File: config.mk
export PLATFORM = sky130hd
export DESIGN_NAME = ws2812b_capture_sequencer
export DESIGN_NICKNAME = d
export VERILOG_FILES = /design/src/rtl/ws2812b_pkg.sv /design/src/rtl/ws2812b_pixel_counter.sv /design/src/rtl/ws2812b_capture_sequencer.sv
export SDC_FILE = /design/constraint.sdc
export NUM_CORES = 1
export LEC_CHECK = 0
export ABC_AREA = 1
export CAP_MARGIN = 20
export CORE_MARGIN = 3
export CORE_UTILIZATION = 52
export CTS_BUF_LIST = sky130_fd_sc_hd__clkbuf_4 sky130_fd_sc_hd__clkbuf_8 sky130_fd_sc_hd__clkbuf_16
export CTS_CLUSTER_SIZE = 24
export DETAILED_ROUTE_END_ITERATION = 12
export PLACE_DENSITY = 0.81
export SKIP_LAST_GASP = 1
export SYNTH_ARGS = -nofsm -noshare
export SYNTH_HDL_FRONTEND = slang
export SYNTH_SLANG_ARGS = --single-unit
File: constraint.sdc
create_clock -name clk -period 2.15 [get_ports clk]
set_input_delay 0.43 -clock clk [delete_from_list [all_inputs] [get_ports clk]]
set_output_delay 0.43 -clock clk [all_outputs]
set_load 0.01 [all_outputs]
File: src/rtl/ws2812b_pkg.sv
// Shared types and constants for the WS2812b impostor frame sequencer.
// Byte slots follow the GRB order of WS2812b pixels on the wire.
package ws2812b_pkg;

    typedef enum logic [1:0] {
        SEQ_ARMED   = 2'd0,
        SEQ_SKIP    = 2'd1,
        SEQ_CAPTURE = 2'd2,
        SEQ_PASS    = 2'd3
    } seq_state_e;

    localparam int BYTES_PER_PIXEL = 3;

    localparam logic [1:0] SLOT_G = 2'd0;
    localparam logic [1:0] SLOT_R = 2'd1;
    localparam logic [1:0] SLOT_B = 2'd2;

endpackage

File: src/rtl/ws2812b_pixel_counter.sv
// Byte-within-pixel and pixel-index counting for one frame.
// pix_idx holds completed pixels and saturates instead of wrapping.
module ws2812b_pixel_counter
    import ws2812b_pkg::*;
#(
    parameter int PIX_W = 8
) (
    input  logic             clk,
    input  logic             reset,
    input  logic             clear,
    input  logic             byte_en,
    output logic [1:0]       byte_in_pix,
    output logic [PIX_W-1:0] pix_idx,
    output logic             pixel_done
);

    localparam logic [1:0]       LAST_SLOT = 2'(BYTES_PER_PIXEL - 1);
    localparam logic [PIX_W-1:0] PIX_MAX   = '1;

    logic [1:0]       byte_in_pix_d, byte_in_pix_q;
    logic [PIX_W-1:0] pix_idx_d, pix_idx_q;

    always_comb begin
        byte_in_pix_d = byte_in_pix_q;
        pix_idx_d     = pix_idx_q;
        pixel_done    = byte_en && (byte_in_pix_q == LAST_SLOT);
        if (clear) begin
            byte_in_pix_d = '0;
            pix_idx_d     = '0;
        end else if (byte_en) begin
            if (pixel_done) begin
                byte_in_pix_d = '0;
                if (pix_idx_q != PIX_MAX) begin
                    pix_idx_d = pix_idx_q + 1'b1;
                end
            end else begin
                byte_in_pix_d = byte_in_pix_q + 2'd1;
            end
        end
    end

    always_ff @(posedge clk) begin
        if (reset) begin
            byte_in_pix_q <= '0;
            pix_idx_q     <= '0;
        end else begin
            byte_in_pix_q <= byte_in_pix_d;
            pix_idx_q     <= pix_idx_d;
        end
    end

    assign byte_in_pix = byte_in_pix_q;
    assign pix_idx     = pix_idx_q;

endmodule

File: src/rtl/ws2812b_capture_sequencer.sv
// Frame-level sequencer: picks the captured pixel, drives the demux consume
// decision and commits the captured GRB triple to host registers at frame end.
module ws2812b_capture_sequencer
    import ws2812b_pkg::*;
#(
    parameter int PIX_W = 8
) (
    input  logic             clk,
    input  logic             reset,
    input  logic             byte_valid,
    input  logic [7:0]       byte_data,
    input  logic             idle,
    input  logic [PIX_W-1:0] cfg_target,
    input  logic             host_clear,
    output logic             consume,
    output logic [7:0]       rgb_g,
    output logic [7:0]       rgb_r,
    output logic [7:0]       rgb_b,
    output logic             rgb_ready,
    output logic             overrun,
    output logic [PIX_W-1:0] frame_pixels,
    output logic             short_frame
);

    localparam logic [PIX_W-1:0] PIX_MAX = '1;

    seq_state_e       state_d, state_q, proc_state;
    logic [PIX_W-1:0] active_target_d, active_target_q;
    logic [7:0]       stg_g_d, stg_g_q, stg_r_d, stg_r_q, stg_b_d, stg_b_q;
    logic             captured_d, captured_q;
    logic [7:0]       rgb_g_d, rgb_g_q, rgb_r_d, rgb_r_q, rgb_b_d, rgb_b_q;
    logic             rgb_ready_d, rgb_ready_q;
    logic             overrun_d, overrun_q;
    logic [PIX_W-1:0] frame_pixels_d, frame_pixels_q;
    logic             short_frame_d, short_frame_q;

    logic             byte_en, frame_end, pixel_done, target_hit;
    logic [1:0]       byte_in_pix;
    logic [PIX_W-1:0] pix_idx;

    // Idle wins over a coincident byte strobe.
    assign byte_en   = byte_valid && !idle;
    assign frame_end = idle && (state_q != SEQ_ARMED);

    ws2812b_pixel_counter #(.PIX_W(PIX_W)) u_pixel_counter (
        .clk         (clk),
        .reset       (reset),
        .clear       (frame_end),
        .byte_en     (byte_en),
        .byte_in_pix (byte_in_pix),
        .pix_idx     (pix_idx),
        .pixel_done  (pixel_done)
    );

    // A target at the saturated index can never be reached.
    assign target_hit = ({1'b0, pix_idx} + 1'b1 == {1'b0, active_target_q})
                        && (active_target_q != PIX_MAX);

    assign consume = !idle && ((state_q == SEQ_CAPTURE) ||
                               ((state_q == SEQ_ARMED) && (cfg_target == '0)));

    always_comb begin
        state_d         = state_q;
        active_target_d = active_target_q;
        stg_g_d         = stg_g_q;
        stg_r_d         = stg_r_q;
        stg_b_d         = stg_b_q;
        captured_d      = captured_q;
        rgb_g_d         = rgb_g_q;
        rgb_r_d         = rgb_r_q;
        rgb_b_d         = rgb_b_q;
        rgb_ready_d     = rgb_ready_q;
        overrun_d       = overrun_q;
        frame_pixels_d  = frame_pixels_q;
        short_frame_d   = 1'b0;

        // The first byte of a frame is handled as if already in its target state.
        if (state_q == SEQ_ARMED) begin
            proc_state = (active_target_q == '0) ? SEQ_CAPTURE : SEQ_SKIP;
        end else begin
            proc_state = state_q;
        end

        if (frame_end) begin
            state_d        = SEQ_ARMED;
            captured_d     = 1'b0;
            frame_pixels_d = pix_idx;
            if (captured_q) begin
                rgb_g_d     = stg_g_q;
                rgb_r_d     = stg_r_q;
                rgb_b_d     = stg_b_q;
                rgb_ready_d = 1'b1;
                overrun_d   = host_clear ? 1'b0 : (overrun_q || rgb_ready_q);
            end else begin
                short_frame_d = 1'b1;
                if (host_clear) begin
                    rgb_ready_d = 1'b0;
                    overrun_d   = 1'b0;
                end
            end
        end else begin
            if (host_clear) begin
                rgb_ready_d = 1'b0;
                overrun_d   = 1'b0;
            end
            // Reload only while staying armed so the frame sees the target it started with.
            if (state_q == SEQ_ARMED && !byte_en) begin
                active_target_d = cfg_target;
            end
            if (byte_en) begin
                state_d = proc_state;
                case (proc_state)
                    SEQ_SKIP: begin
                        if (pixel_done && target_hit) begin
                            state_d = SEQ_CAPTURE;
                        end
                    end
                    SEQ_CAPTURE: begin
                        case (byte_in_pix)
                            SLOT_G:  stg_g_d = byte_data;
                            SLOT_R:  stg_r_d = byte_data;
                            SLOT_B:  stg_b_d = byte_data;
                            default: ;
                        endcase
                        if (pixel_done) begin
                            captured_d = 1'b1;
                            state_d    = SEQ_PASS;
                        end
                    end
                    default: ;
                endcase
            end
        end
    end

    always_ff @(posedge clk) begin
        if (reset) begin
            state_q         <= SEQ_ARMED;
            active_target_q <= cfg_target;
            stg_g_q         <= '0;
            stg_r_q         <= '0;
            stg_b_q         <= '0;
            captured_q      <= 1'b0;
            rgb_g_q         <= '0;
            rgb_r_q         <= '0;
            rgb_b_q         <= '0;
            rgb_ready_q     <= 1'b0;
            overrun_q       <= 1'b0;
            frame_pixels_q  <= '0;
            short_frame_q   <= 1'b0;
        end else begin
            state_q         <= state_d;
            active_target_q <= active_target_d;
            stg_g_q         <= stg_g_d;
            stg_r_q         <= stg_r_d;
            stg_b_q         <= stg_b_d;
            captured_q      <= captured_d;
            rgb_g_q         <= rgb_g_d;
            rgb_r_q         <= rgb_r_d;
            rgb_b_q         <= rgb_b_d;
            rgb_ready_q     <= rgb_ready_d;
            overrun_q       <= overrun_d;
            frame_pixels_q  <= frame_pixels_d;
            short_frame_q   <= short_frame_d;
        end
    end

    assign rgb_g        = rgb_g_q;
    assign rgb_r        = rgb_r_q;
    assign rgb_b        = rgb_b_q;
    assign rgb_ready    = rgb_ready_q;
    assign overrun      = overrun_q;
    assign frame_pixels = frame_pixels_q;
    assign short_frame  = short_frame_q;

endmodule

==> flow_summary_export.csv <==
group,metric,value,unit
floorplanning,die_w,84.4,um
power_and_ir_drop,powerDensity,673,mW/mm^2
synth,yosys.area.top_type_share,0.451,
layout,syn_to_final_growth,27.1,%
placed_design,post-place-ws,-0.316,ns
timing,fin_ws,0.160,ns
layout,antenna_cells,0,
clock_tree,clock_latency,0.36,ns
synth,yosysTopAreaCell,"dfxtp_1",
run,cap_violations,0,
grt,grt_pass1_vias,2705,
layout,final_cell_mix,"111 x nor2_1, 72 x dfxtp_1, 64 x o21ai_0, 61 x nand2_1, 55 x clkdlybuf4s50_1",
timing,skew,0.0116,ns
power_and_ir_drop,p_leak,1.70,nW
setup_path,end_kind,"primary output",
floorplanning,num_rows,27,
setup_path,arrival,1.56,ns
placed_design,portBuffers,56,
grt,grt_pass1_wl,12700,um
layout,drive_above_1_share,0.102,
layout,final_common_cell,"nor2_1",
placed_design,routabilityCongestion,0.910,
clock_tree,cts_sinks,80,
clock_tree,htree_levels,3,
drt,drt-total-wl,7530,um
placed_design,dp_cells,544,
timing,final-max-slew-violation-count,0,
grt,gr-total-overflow,0,
clock_tree,post-cts-setup-buffer-count,0,
drt,dr_total_vias,2926,
placed_design,place_hpwl,5340,um
setup_path,cp_max_fo,2,
grt,antenna_found_initial,0,
layout,nNetsFinal,505,
synth,yosysSeqAreaShare,0.526,
power_and_ir_drop,power.total,2.73,mW
power_and_ir_drop,irDropWorstVdd,0.493,mV
floorplanning,start_util,0.560,
timing,hold_viol,0,
drt,first_pass_iters,4,
clock_tree,cts_buffers,9,
clock_tree,ctsHoldBuffers,0,
setup_path,cp-start-kind,"input pin",
drt,routedWlPerCell,13.4,um
synth,synth_area_leaders,"dfxtp_1 45%, nor2_1 13%, o21ai_0 10%, edfxtp_1 7.5%, nand2_1 7.2%",
timing,setup_viol,0,
floorplanning,die_y,84.4,um
floorplanning,fp.coreArea,0.00571,mm^2
floorplanning,die_area,0.00712,mm^2
clock_tree,clockBufferDepth,2,
synth,yosys_warnings,0,
synth,synthCells,419,
drt,ant_nets,0,
timing,tightest_slew,0.424,ns
synth,syn_area,0.00320,mm^2
clock_tree,cts-root-buf,"clkbuf_8",
timing,rsz0062_at_grt,"false",
setup_path,worstPathRequired,1.72,ns
synth,synthesis.nets,441,
timing,finalCriticalPeriod,1.99,ns
drt,first_iter_violations,215,
timing,fmax,503,MHz
clock_tree,path_clk_slew,0.08,ns
synth,synth_cell_types,25,
layout,layoutNonFillerInstCount,560,
synth,synth-seq-cells,80,
clock_tree,cts_tree,"done",
timing,post-route-period-util,0.925,
synth,avgSynthCellArea,7.63,um^2
drt,drc,0,
run_status,status,"complete, no violations",
grt,grtUsageTotal,0.221,
grt,grt_max_degree,31,
drt,via_per_inst,5.23,
timing,slew_headroom,0.717,
worst_hold_path,min_path_type,"flip-flop to flip-flop",
setup_path,path_class,"input pin to primary output",
floorplanning,ios,57,
==> stage by stage <==
stage          utilization  instance area (um^2)  TNS, ns  hold slack (ns)
6_report             0.712                  4060        0            0.418
3_5_place_dp         0.678                  3870   -0.316            0.409
5_1_grt              0.712                  4060        0            0.445
2_1_floorplan            -                  3200        0            0.393
3_3_place_gp         0.678                  3870   -0.320            0.406
4_1_cts              0.711                  4060        0            0.421
==> area by class of cell <==
type                       count  area, um^2
inverter                      37         139
tap                           72        90.1
clock buffer                  10         138
clock inverter                 6        47.5
timing repair buffer          64         628
sequential                    80        1680
fill                         485        1650
multi-input combinational    291        1340
==> Yosys cell counts, drive strengths merged <==
master  number
a211oi       2
a21oi       15
a31oi        1
buf          4
clkbuf       7
dfxtp       72
edfxtp       8
ha           1
inv         37
nand2       65
nand3       16
nand4        3
nor2       119
nor3         1
nor4         2
o21ai       66
==> critical path, cell delays in order <==
cell	delay [ns]
clkdlybuf4s50_1	0.43
nor4_2	0.29
a21oi_1	0.11
nor3_1	0.14
clkbuf_2	0.16
==> where the power goes <==
part | total [mW] | internal, mW | switching, mW
clock | 1.05 | 0.465 | 0.582
combinational | 0.150 | 0.0673 | 0.0828
sequential | 1.54 | 1.52 | 0.0141
total | 2.73 | 2.06 | 0.679
==> state kept, by name, summed over array words and instances (netlist names) <==
name and cells:
stg_r_q 8, captured_q 1, rgb_g 8, active_target_q 8
u_pixel_counter.pix_idx 8, u_pixel_counter.byte_in_pix 2, frame_pixels 8, short_frame 1
overrun 1, stg_b_q 8, rgb_b 8, state_q 2
stg_g_q 8, rgb_ready 1, rgb_r 8
==> worst paths after layout <==
check                                                start  cells past startpoint  slack, ns           to
worst max register to register  u_pixel_counter.pix_idx[0]                     10       0.41   state_q[0]
worst min register to register                  captured_q                      1       0.42  short_frame
worst min-delay path                            captured_q                      1       0.42  short_frame
worst max-delay path                         cfg_target[5]                      5       0.16      consume
==> layer usage <==
layer | vias to the layer above | GRT usage | part of all wire
met5 | - | 0 | 0
met4 | 0 | 0.0950 | 0.019
met3 | 13 | 0.0422 | 0.051
met2 | 88 | 0.324 | 0.43
met1 | 1346 | 0.318 | 0.50
li1 | 1479 | - | -
==> timing repair <==
item / CTS / global route
endpoints found under the setup margin: 1 / 1
resized for setup: 2 / 4
gates cloned: 0 / 0
==> logic make-up after synthesis <==
logic type	share of synthesized area
simple gates	0.273
fa+ha+maj	0.00391
compound gates	0.138
buf+inv	0.0587
flops	0.526
No activity file was read; power rests on OpenSTA's default activity.
